$ cat config.mk
export PLATFORM = sky130hd
export DESIGN_NAME = pipe_hazard_unit
export DESIGN_NICKNAME = d
export VERILOG_FILES = /design/src/rtl/pipe_hazard_unit_pkg.sv /design/src/rtl/pipe_fwd_select.sv /design/src/rtl/pipe_hazard_unit.sv
export SDC_FILE = /design/constraint.sdc
export NUM_CORES = 1
export LEC_CHECK = 0
export ABC_AREA = 1
export CAP_MARGIN = 0
export CORE_UTILIZATION = 45
export DETAILED_ROUTE_END_ITERATION = 10
export GPL_TIMING_DRIVEN = 0
export PLACE_DENSITY = 0.88
export SYNTH_ARGS = -nofsm -noshare
export SYNTH_HDL_FRONTEND = slang
export SYNTH_SLANG_ARGS = --single-unit
$ cat constraint.sdc
create_clock -name clk -period 3.1 [get_ports clk]
set_clock_uncertainty 0.15 [all_clocks]
set_input_delay 0.31 -clock clk [delete_from_list [all_inputs] [get_ports clk]]
set_output_delay 0.31 -clock clk [all_outputs]
set_load 0.005 [all_outputs]
$ cat src/rtl/pipe_hazard_unit_pkg.sv
// Shared types and defaults for the pipeline hazard / forwarding unit.
package pipe_hazard_unit_pkg;

  localparam int DEFAULT_XLEN     = 32;
  localparam int DEFAULT_RADDR    = 5;
  localparam int DEFAULT_DEPTH    = 3;
  localparam int DEFAULT_LOAD_LAT = 2;

  // Widest register address the entry record can carry. Narrower RADDR
  // values are zero-extended, so the unused upper rd bits are constant
  // and get trimmed away.
  localparam int RADDR_MAX = 8;

  // Forwarding select: 0 = register file, k+1 = in-flight entry k.
  localparam int DEFAULT_FWD_SEL_W = $clog2(DEFAULT_DEPTH + 1);

  function automatic int fwd_sel_width(input int depth);
    return $clog2(depth + 1);
  endfunction

  // One in-flight instruction past ID.
  typedef struct packed {
    logic                 valid;
    logic [RADDR_MAX-1:0] rd;
    logic                 regwr;
    logic                 is_load;
  } hazard_entry_t;

endpackage

$ cat src/rtl/pipe_fwd_select.sv
// Resolves one source operand: finds the youngest in-flight producer,
// decides whether its result is available yet, and muxes the operand.
module pipe_fwd_select
  import pipe_hazard_unit_pkg::*;
#(
  parameter int XLEN     = DEFAULT_XLEN,
  parameter int RADDR    = DEFAULT_RADDR,
  parameter int DEPTH    = DEFAULT_DEPTH,
  parameter int LOAD_LAT = DEFAULT_LOAD_LAT
) (
  input  hazard_entry_t [DEPTH-1:0] entries,
  input  logic [RADDR-1:0]          rs,
  input  logic                      rs_used,
  input  logic [XLEN-1:0]           rf_rdata,
  input  logic [DEPTH*XLEN-1:0]     stage_data,
  output logic [XLEN-1:0]           op,
  output logic                      hazard
);

  localparam int SEL_W = fwd_sel_width(DEPTH);

  logic [SEL_W-1:0] sel;
  logic             found;

  // Youngest matching producer wins; a load too young to have data raises a hazard.
  always_comb begin
    // NOTE: every output of a combinational block gets a default first so no latch is inferred.
    sel    = '0;
    found  = 1'b0;
    hazard = 1'b0;
    for (int k = 0; k < DEPTH; k++) begin
      if (!found && rs != '0 && rs_used && entries[k].valid && entries[k].regwr &&
          entries[k].rd == RADDR_MAX'(rs)) begin
        found = 1'b1;
        if (!entries[k].is_load || k >= LOAD_LAT) begin
          sel = SEL_W'(k + 1);
        end else begin
          hazard = 1'b1;
        end
      end
    end
  end

  // Operand mux: x0 reads as zero, otherwise forward or fall back to the register file.
  always_comb begin
    op = rf_rdata;
    if (rs == '0) begin
      op = '0;
    end else begin
      for (int k = 0; k < DEPTH; k++) begin
        if (sel == SEL_W'(k + 1)) begin
          op = stage_data[k*XLEN +: XLEN];
        end
      end
    end
  end

endmodule

$ cat src/rtl/pipe_hazard_unit.sv
// Pipeline hazard unit: tracks in-flight writers after ID, forwards
// operands, stalls on load-use, flushes IF/ID on redirect and counts stalls.
module pipe_hazard_unit
  import pipe_hazard_unit_pkg::*;
#(
  parameter int XLEN     = DEFAULT_XLEN,
  parameter int RADDR    = DEFAULT_RADDR,
  parameter int DEPTH    = DEFAULT_DEPTH,
  parameter int LOAD_LAT = DEFAULT_LOAD_LAT
) (
  input  logic                  clk,
  input  logic                  reset,
  input  logic                  id_valid,
  input  logic [RADDR-1:0]      id_rs1,
  input  logic [RADDR-1:0]      id_rs2,
  input  logic                  id_rs1_used,
  input  logic                  id_rs2_used,
  input  logic [RADDR-1:0]      id_rd,
  input  logic                  id_regwr,
  input  logic                  id_is_load,
  input  logic                  ex_redirect,
  input  logic [XLEN-1:0]       rf_rdata1,
  input  logic [XLEN-1:0]       rf_rdata2,
  input  logic [DEPTH*XLEN-1:0] stage_data,
  output logic [XLEN-1:0]       op1,
  output logic [XLEN-1:0]       op2,
  output logic                  stall,
  output logic                  flush,
  output logic [31:0]           stall_cnt
);

  // Entry k is the instruction k stages past ID (0 = EX). Kept in flops,
  // not a RAM, because every entry is compared every cycle.
  hazard_entry_t [DEPTH-1:0] entries;
  hazard_entry_t             id_entry;
  logic                      hazard1;
  logic                      hazard2;
  logic                      insert;

  pipe_fwd_select #(
    .XLEN(XLEN), .RADDR(RADDR), .DEPTH(DEPTH), .LOAD_LAT(LOAD_LAT)
  ) u_fwd_rs1 (
    .entries    (entries),
    .rs         (id_rs1),
    .rs_used    (id_rs1_used),
    .rf_rdata   (rf_rdata1),
    .stage_data (stage_data),
    .op         (op1),
    .hazard     (hazard1)
  );

  pipe_fwd_select #(
    .XLEN(XLEN), .RADDR(RADDR), .DEPTH(DEPTH), .LOAD_LAT(LOAD_LAT)
  ) u_fwd_rs2 (
    .entries    (entries),
    .rs         (id_rs2),
    .rs_used    (id_rs2_used),
    .rf_rdata   (rf_rdata2),
    .stage_data (stage_data),
    .op         (op2),
    .hazard     (hazard2)
  );

  // Control: redirect beats stall, and reset suppresses stall.
  always_comb begin
    flush            = ex_redirect;
    stall            = id_valid && (hazard1 || hazard2) && !ex_redirect && !reset;
    insert           = id_valid && !stall && !ex_redirect;
    id_entry         = '0;
    id_entry.valid   = 1'b1;
    id_entry.rd      = RADDR_MAX'(id_rd);
    id_entry.regwr   = id_regwr;
    id_entry.is_load = id_is_load;
  end

  // Shift the in-flight entries every cycle, inserting the ID instruction
  // or a bubble at entry 0, and count stall cycles with saturation.
  always_ff @(posedge clk) begin
    // NOTE: sequential state uses non-blocking assignments so every flop samples pre-edge values.
    if (reset) begin
      entries   <= '0;
      stall_cnt <= '0;
    end else begin
      entries[0] <= insert ? id_entry : '0;
      for (int k = 1; k < DEPTH; k++) begin
        entries[k] <= entries[k-1];
      end
      if (stall && stall_cnt != 32'hFFFF_FFFF) begin
        stall_cnt <= stall_cnt + 32'd1;
      end
    end
  end

endmodule

# Yosys cells after proc, flatten, opt, wreduce, memory -nomap -nowiden
# Cells that the tools add are included.
[classes]
bitwise = 1
n_eq_ne = 13
addsub = 1
reduce_logical = 47
mux = 29
[ops]
columns = ["cell", "n"]
rows = [
  ["$mux W32", 8],
  ["$eq A8 B5 Y1", 6],
  ["$logic_and A1 B1 Y1", 34],
  ["$add A32 B1 Y32 const B", 1],
  ["$ne A32 B32 Y1 const B", 1],
  ["$mux W2", 7],
  ["$mux W1", 13],
  ["$mux W11", 1],
  ["$logic_not A5 Y1", 2],
  ["$reduce_bool A5 Y1", 2],
  ["$eq A2 B2 Y1 const B", 4],
  ["$logic_not A1 Y1", 7],
  ["$eq A2 B1 Y1 const B", 2],
  ["$reduce_or A2 Y1", 1],
  ["$logic_or A1 B1 Y1", 1],
  ["$not A1 Y1", 1],
]
[totals]
reg_bits = 64

# Logic depth before layout (Yosys ltp)
# Gate-level depths: netlist of run 1.
[logic_depth]
ltp_word = 25
ltp_mapped = 16

# By module
# From an unflattened synthesis of run 1, not the netlist that was laid out.
[hier_totals]
hier_cells = 1330
area_unflattened_um2 = 7089.3
[modules_own_cells]
columns = ["mod", "area_per_inst_um2", "seq_area_each_um2", "instances", "cells_each"]
rows = [
  ["pipe_fwd_select", 2199.6, 0.0, 2, 466],
  ["pipe_hazard_unit", 2690.1, 1121.1, 1, 398],
]

# Worst setup path before layout of run 1
# No wires, ideal clock.
[synth_path]
kind = "register to register"
from = "reg stall_cnt[0]"
to = "reg stall_cnt[14]"
required_time_ns = 2.816
slack_ns = 1.095
t_arrival_ns = 1.721
stages_incl_launch_ff = 11
period_less_slack_ns = 2.005
setup_ns = 0.134
n_path_buf = 0
path_cell_list = "dfxtp_1 > ha_1 > nand2_1 > inv_1 > nand3_1 > nor3b_1 > nand3_1 > nor3_2 > inv_1 > nand3_1 > a21oi_1"
[synth_between]
elab_chain_len = 2
[synth_lines]
columns = ["element", "line_no", "text"]
rows = [
  ["from (decl)", "pipe_hazard_unit.sv:29", "output logic [31:0] stall_cnt"],
  ["from (signal assigned)", "pipe_hazard_unit.sv:89", "stall_cnt <= stall_cnt + 32'd1;"],
  ["branches (longest 2 deep; another with $add A32 B1 Y32)", "n/a", ""],
]
# Parallel ways; which one is timed is not known.
# A chain may end at the register's enable or synchronous reset.

# Worst setup path in the final report of run 1
[layout_path]
from = "in id_rs1[1]"
to = "out op1[26]"
[layout_between]
elab_chain_len = 25
[layout_lines]
columns = ["element", "line_no", "text"]
rows = [
  ["from (decl)", "pipe_hazard_unit.sv:14", "input logic [RADDR-1:0] id_rs1,"],
  ["$reduce_bool A5 Y1", "pipe_fwd_select.sv:32", "if (!found && rs != '0 && rs_used && entries[k].valid && entries[k].regwr &&"],
  ["$logic_and A1 B1 Y1 (4 in series)", "pipe_fwd_select.sv:32", ""],
  ["$mux W1", "pipe_fwd_select.sv:32", ""],
  ["$logic_not A1 Y1", "pipe_fwd_select.sv:32", ""],
  ["$logic_and A1 B1 Y1 (5 in series)", "pipe_fwd_select.sv:32", ""],
  ["$mux W1", "pipe_fwd_select.sv:32", ""],
  ["$logic_not A1 Y1", "pipe_fwd_select.sv:32", ""],
  ["$logic_and A1 B1 Y1 (5 in series)", "pipe_fwd_select.sv:32", ""],
  ["$mux W2", "pipe_fwd_select.sv:32", ""],
  ["$eq A2 B1 Y1", "pipe_fwd_select.sv:51", "if (sel == SEL_W'(k + 1)) begin"],
  ["$mux W32 (3 in series)", "pipe_fwd_select.sv:51", ""],
  ["$mux W32 (*)", "pipe_fwd_select.sv:47", "if (rs == '0) begin"],
  ["to (decl)", "pipe_hazard_unit.sv:25", "output logic [XLEN-1:0] op1,"],
]
# Mark *: on every way between the ends. The rest lies on a longest branch, timed or not.

==> results.cfg, run 1 <==
[outcome]
status = complete, no violations

[cts]
clock-sinks = 55
cts_buffers = 5
cts_tree = yes
clk_pin_slew_ns = 0.08
ctsHoldBuffers = 0
clk_path_buf_depth = 2
root_buffer = clkbuf_16
cts_max_level = 2
clk_latency_ns = 0.30

[global_routing]
grt_pass1_wl_um = 40100
grt_pass1_vias = 7504
grt_start_max_net_pins = 19
overflow = 0
grt_use_total = 0.392
antenna_found_initial = 1

[finish]
drive_gt1_frac = 0.122
fin_cells = 1485
synthToLayoutAreaGrowth_pct = 65.1
n_fill_cell = 967
stdcell_area_um2 = 9480
seq_area_um2 = 1110
nets = 1498
multiInputGateArea_um2 = 3950

[logic_synthesis]
postSynthCellCount = 1007
synth_edf_count = 0
synth_area_per_cell_um2 = 5.70
syn_nets = 1191
synth.ff_latch_count = 55
netlist_area_um2 = 5740
synth_cell_types = 45
synthArstFlopShare = 0
ys.flop_type = dfxtp_1
yosys_warnings = 0
yosysSeqAreaShare = 0.192

[worst_setup_path]
critPathArrivalTime_ns = 2.59
rr_startpoint = stall_cnt[0]$_SDFFE_PP0P_
crit_required_ns = 2.64
reg2reg_slack_ns = 0.59
crit_type = in2out
reg2reg_to = stall_cnt[14]$_SDFFE_PP0P_
r2r_cells = 10
cp-end-kind = primary output
cp-start-kind = input port
cp_max_fo = 10

[placement]
dp.cells = 1454
gp_congestion = 1.03
dp_hpwl_um = 21300
place_ws_ns = -0.560
placement.cell_area_um2 = 8750
io_buffers = 279

[power_and_ir_drop]
p_per_area_nw_per_um2 = 200
leakage_uw = 0.00420
ir_drop_mv = 0.191

[sta]
setup_violations = 0
fin_setup_tns_ns = 0
min_period_over_period = 0.985
max_slew.worst_pin.slew_ns = 0.613
period_needed_ns = 3.05
relSlewSlack = 0.591
slew_violations = 0
hold_viol = 0
fin_hold_ws_ns = 0.276
rsz0062_at_grt = yes
setup_ws_ns = 0.0466
max_freq_ghz = 0.327

[detailed_routing]
dr.pass1.iters = 6
drtIter0Drc = 804
drtAntennaViolNets = 0
wirelength_um = 28000
drc = 0
post_drt_wl_per_cell_um = 18.9
via_per_inst = 5.64
num_vias = 8375

[hold_path]
hp-class = reg2reg
hold_depth = 2
hold_end = entries[21]$_SDFF_PP0_
min_from = entries[10]$_SDFF_PP0_

[job]
drv_cap = 0

[die]
die_h_um = 115
start_util = 0.470
design.core.area_um2 = 12200
io_pins = 281
fp.dieArea_um2 = 13200
num_rows = 40
die_width_um = 115
cells by family (layout without fill, tap and decap cells):
logic type,Yosys count,after routing,share of synthesized area
AO/OA/AOI/OAI,261,261,0.267
adder cells (fa/ha/maj),1,1,0.00218
other,0,2,0
AND/OR/NAND/NOR,457,459,0.365
flip-flops,55,55,0.192
buffers and inverters,219,525,0.153
XOR/XNOR,14,14,0.0213
timing repair:
item | 4_1_cts | 5_1_grt
cloned | 2 | 2
hold endpoints to repair | 0 | 0
pin swaps | 7 | 16
endpoints found under the setup margin | 64 | 62
buffers inserted | 6 | 11
gates resized for setup | 68 | 112
sequential cells by signal, summed over array words and instances, names as in the netlist:
signal and cells:
stall_cnt 32, entries 23
cell type report:
class / instances / area share
multi-input cells: 735 / 0.417
plain buffers: 48 / 0.0409
flip-flops and latches: 55 / 0.117
diodes: 2 / 0.000528
repair buffers: 298 / 0.319
inverters: 171 / 0.0683
well taps: 168 / 0.0222
clock buffers: 5 / 0.0132
clock inverters: 3 / 0.00237
worst max-delay path by stage:
stage                                    startpoint                         end  slack [ns]  cells after the start
after floorplan           stall_cnt[0]$_SDFFE_PP0P_  stall_cnt[14]$_SDFFE_PP0P_        1.10                     10
after global placement                    id_rs2[4]                     op2[15]       -0.62                      9
after detailed placement                  id_rs2[1]                     op2[15]       -0.56                     10
after CTS                     entries[5]$_SDFF_PP0_                     op2[15]       0.004                     12
after global routing          entries[4]$_SDFF_PP0_                     op1[26]        -0.1                     13
final                                     id_rs1[1]                     op1[26]        0.05                     13
critical path, cell delays in order:
cell,delay (ns)
clkdlybuf4s15_1,0.33
inv_2,0.10
nand2_1,0.09
nand2_1,0.05
nor2_1,0.13
nand4_1,0.19
buf_4,0.19
nand3_2,0.08
buf_6,0.13
buf_4,0.17
o21ai_0,0.08
a21oi_1,0.19
clkdlybuf4s50_1,0.54
synth_stat cells (2+ instances only):
cell        n  area, um2
nand4_2     3       37.5
o211ai_1   33        248
nand2_1   183        687
o21ai_0    64        320
nor2_2      7       43.8
and2_1      2       12.5
xnor2_1     5       43.8
nand3_4     2       35.0
buf_2      23        115
nor3_1     12       60.1
xor2_1      9       78.8
inv_1     157        589
o21a_1     32        240
a31oi_1     8       50.1
buf_4       3       22.5
nor3_2      2       20.0
o22ai_1     2       12.5
buf_6       2       22.5
inv_2      13       48.8
clkbuf_1   20       75.1
dfxtp_1    55       1100
nand2_4     2       22.5
nor2_4      4       45.0
a21oi_1    97        485
a21oi_2    10       87.6
o21ai_1    12       60.1
nand3_2     2       20.0
nand2_2     5       31.3
nand3_1    69        345
nor4_1      7       43.8
nand4_1    19        119
nor2_1    130        488
metrics by stage:
| stage | power, uW | util |
|---|---|---|
| 2_1_floorplan | 907 | - |
| 3_5_place_dp | 1310 | 0.716 |
| 3_3_place_gp | 1310 | 0.716 |
| 4_1_cts | 1880 | 0.747 |
| 5_1_grt | 1960 | 0.776 |
| 6_report | 1900 | 0.777 |
power breakdown:
| group | switching [uW] | internal, uW | leakage (uW) |
|---|---|---|---|
| clock network | 277 | 305 | 0.0000746 |
| registers | 4.95 | 712 | 0.000446 |
| logic | 246 | 356 | 0.00368 |
| total | 528 | 1370 | 0.00420 |
cell usage in the layout, fill, tap and decap left out, types with 10 or more instances in the layout:
cell | Yosys | layout
o21a_1 | 32 | 32
a21oi_1 | 97 | 85
nand4_1 | 19 | 19
buf_4 | 3 | 29
dfxtp_1 | 55 | 50
inv_2 | 13 | 13
buf_6 | 2 | 17
o21ai_0 | 64 | 61
inv_1 | 157 | 156
nor2_1 | 130 | 127
clkdlybuf4s50_1 | 0 | 226
clkbuf_1 | 20 | 10
o21ai_1 | 12 | 15
a21oi_2 | 10 | 22
o211ai_1 | 33 | 33
nand3_1 | 69 | 65
dlymetal6s2s_1 | 0 | 41
nand2_1 | 183 | 180
routing by layer:
metal	track usage	routed length, um	vias to the layer above
met2	0.629	12400	597
met4	0.165	1470	0
met1	0.484	10400	3748
met3	0.123	3760	116
li1	-	-	3914
met5	0	0	-
No activity file was read; power rests on OpenSTA's default activity.
==> inputs of run 2 (changes only) <==
--- a/config.mk
+++ b/config.mk
@@ -7,10 +7,11 @@
 export LEC_CHECK = 0
 export ABC_AREA = 1
 export CAP_MARGIN = 0
-export CORE_UTILIZATION = 45
+export CORE_UTILIZATION = 49
 export DETAILED_ROUTE_END_ITERATION = 10
 export GPL_TIMING_DRIVEN = 0
-export PLACE_DENSITY = 0.88
+export PLACE_DENSITY = 0.89
 export SYNTH_ARGS = -nofsm -noshare
 export SYNTH_HDL_FRONTEND = slang
+export SYNTH_HIERARCHICAL = 1
 export SYNTH_SLANG_ARGS = --single-unit
==> run 2 against run 1 <==
  * Combinational power increased by 12%
  * Count of clock-buffer cells in the layout unchanged
  * Largest cell class unchanged
  * Clock power decreased by 0.9%
==> results.cfg, run 2 <==
[finish]
reg.largest.list = stall_cnt: 32 flops, entries: 23 flops
postLayoutCoreUtil = 0.768
seq_area_um2 = 1120
multiInputGateArea_um2 = 4570
drive_gt1_frac = 0.112
synthToLayoutAreaGrowth_pct = 52.1
n_fill_cell = 1222
largest_register_ffs = 32
nets = 1830
top_register = stall_cnt
antenna_cells = 0
final_common_cell = nand2_1
layout_common_cells = 301 x nand2_1, 264 x inv_1, 254 x clkdlybuf4s50_1

[detailed_routing]
num_vias = 10312
via_per_inst = 5.64
drtIter0Drc = 1245
dr.pass1.iters = 6
drtAntennaViolNets = 0
drc = 0
post_drt_wl_per_cell_um = 17.1
wirelength_um = 31300

[logic_synthesis]
synth_area_per_cell_um2 = 5.32
yosys_warnings = 6
netlist_area_um2 = 7060
postSynthCellCount = 1327

[die]
num_rows = 43
die_width_um = 122
start_util = 0.505
io_pins = 281
die_h_um = 122
design.core.area_um2 = 14000
fp.dieArea_um2 = 14900

[global_routing]
grt_use_total = 0.398
overflow = 0
grt_pass1_wl_um = 46500
grt_pass1_vias = 9035
antenna_found_initial = 1
grt_start_max_net_pins = 19

[sta]
setup_violations = 0
max_freq_ghz = 0.331
fin_setup_tns_ns = 0
relSlewSlack = 0.602
hold_viol = 0
period_needed_ns = 3.02
rsz0062_at_grt = yes
min_period_over_period = 0.974
slew_violations = 0
max_slew.worst_pin.slew_ns = 0.598

[cts]
cts_tree = yes
cts_max_level = 2
clk_path_buf_depth = 2
cts_buffers = 5
clock-sinks = 55
clk_pin_slew_ns = 0.08
root_buffer = clkbuf_16
ctsHoldBuffers = 0
clk_latency_ns = 0.29

[worst_setup_path]
crit_required_ns = 2.64
max_stage_delay_ns = 0.51
cp-end-kind = primary output
cp-start-kind = flip-flop
path_cells = inv_1 > nand2_1 > nand2_1 > nor2_1 > nand2_1 > nor2_4 > clkbuf_2 > nand3_1 > nand2_1 > nor2_2 > nor2_2 > buf_6 > clkdlybuf4s50_1
critPathArrivalTime_ns = 2.56
crit_type = reg2out
reg2reg_slack_ns = 0.31
cp_max_fo = 10
slowest_stage = clkdlybuf4s50_1
critPathMostFrequentCell = nand2_1

[power_and_ir_drop]
p_per_area_nw_per_um2 = 184
ir_drop_mv = 0.292
fin_total_pwr_uw = 1970
leakage_uw = 0.00506

[job]
drv_cap = 0

[outcome]
status = complete, no violations

[placement]
gp_congestion = 0.985
dp_hpwl_um = 24000
io_buffers = 277

[hold_path]
hp-class = in2reg
-- run 2: area by class of cell --
type / instances / area share
Multi-Input combinational cell: 910 / 0.426
Clock buffer: 5 / 0.0116
Tap cell: 180 / 0.0210
Clock inverter: 3 / 0.00221
Timing Repair Buffer: 296 / 0.274
Buffer: 86 / 0.0598
Inverter: 292 / 0.102
Sequential cell: 55 / 0.104
-- run 2: stage by stage --
stage	cell area (um2)	std cells	hold WS [ns]	setup WS [ns]
3_5_place_dp	10100	1801	0.284	-0.551
2_1_floorplan	7130	1344	0.266	0.742
5_1_grt	10700	1827	0.0921	-0.0517
4_1_cts	10500	1817	0.0883	-0.0523
3_3_place_gp	10100	1801	0.275	-0.520
6_report	10700	1827	0.0858	0.0794
-- run 2: path summary, 6_finish.rpt --
kind / endpoint / cells past startpoint / from
worst min register to register: entries[25]$_SDFF_PP0_ / 2 / entries[14]$_SDFF_PP0_
worst max register to register: stall_cnt[27]$_SDFFE_PP0P_ / 18 / entries[3]$_SDFF_PP0_
worst min-delay path: stall_cnt[2]$_SDFFE_PP0P_ / 2 / reset
worst max-delay path: stall / 13 / entries[3]$_SDFF_PP0_
-- run 2: worst max-delay path: cells and delay by family (launching register included) --
family	cells	cell delay, ns
buf+inv	4	0.99
flops	1	0.39
simple gates	9	0.88
-- run 2: metal layers --
layer  global-route usage  routed length, um  up-vias
li1                     -                  -     4895
met1                0.499              11800     4612
met2                0.661              14500      704
met3               0.0815               3650      101
met4                0.159               1290        0
met5                    0                  0        -
-- run 2: power by group --
part / switching, uW / total, uW / internal (uW) / leakage (uW)
combinational: 302 / 678 / 376 / 0.00455
sequential: 7.20 / 718 / 711 / 0.000449
clock: 274 / 577 / 303 / 0.0000664
total: 583 / 1970 / 1390 / 0.00506
-- run 2: what timing repair did --
action | in CTS | in global routing
buffers inserted | 8 | 11
resized for setup | 64 | 75
pin swaps | 9 | 11
setup endpoints to repair | 74 | 67
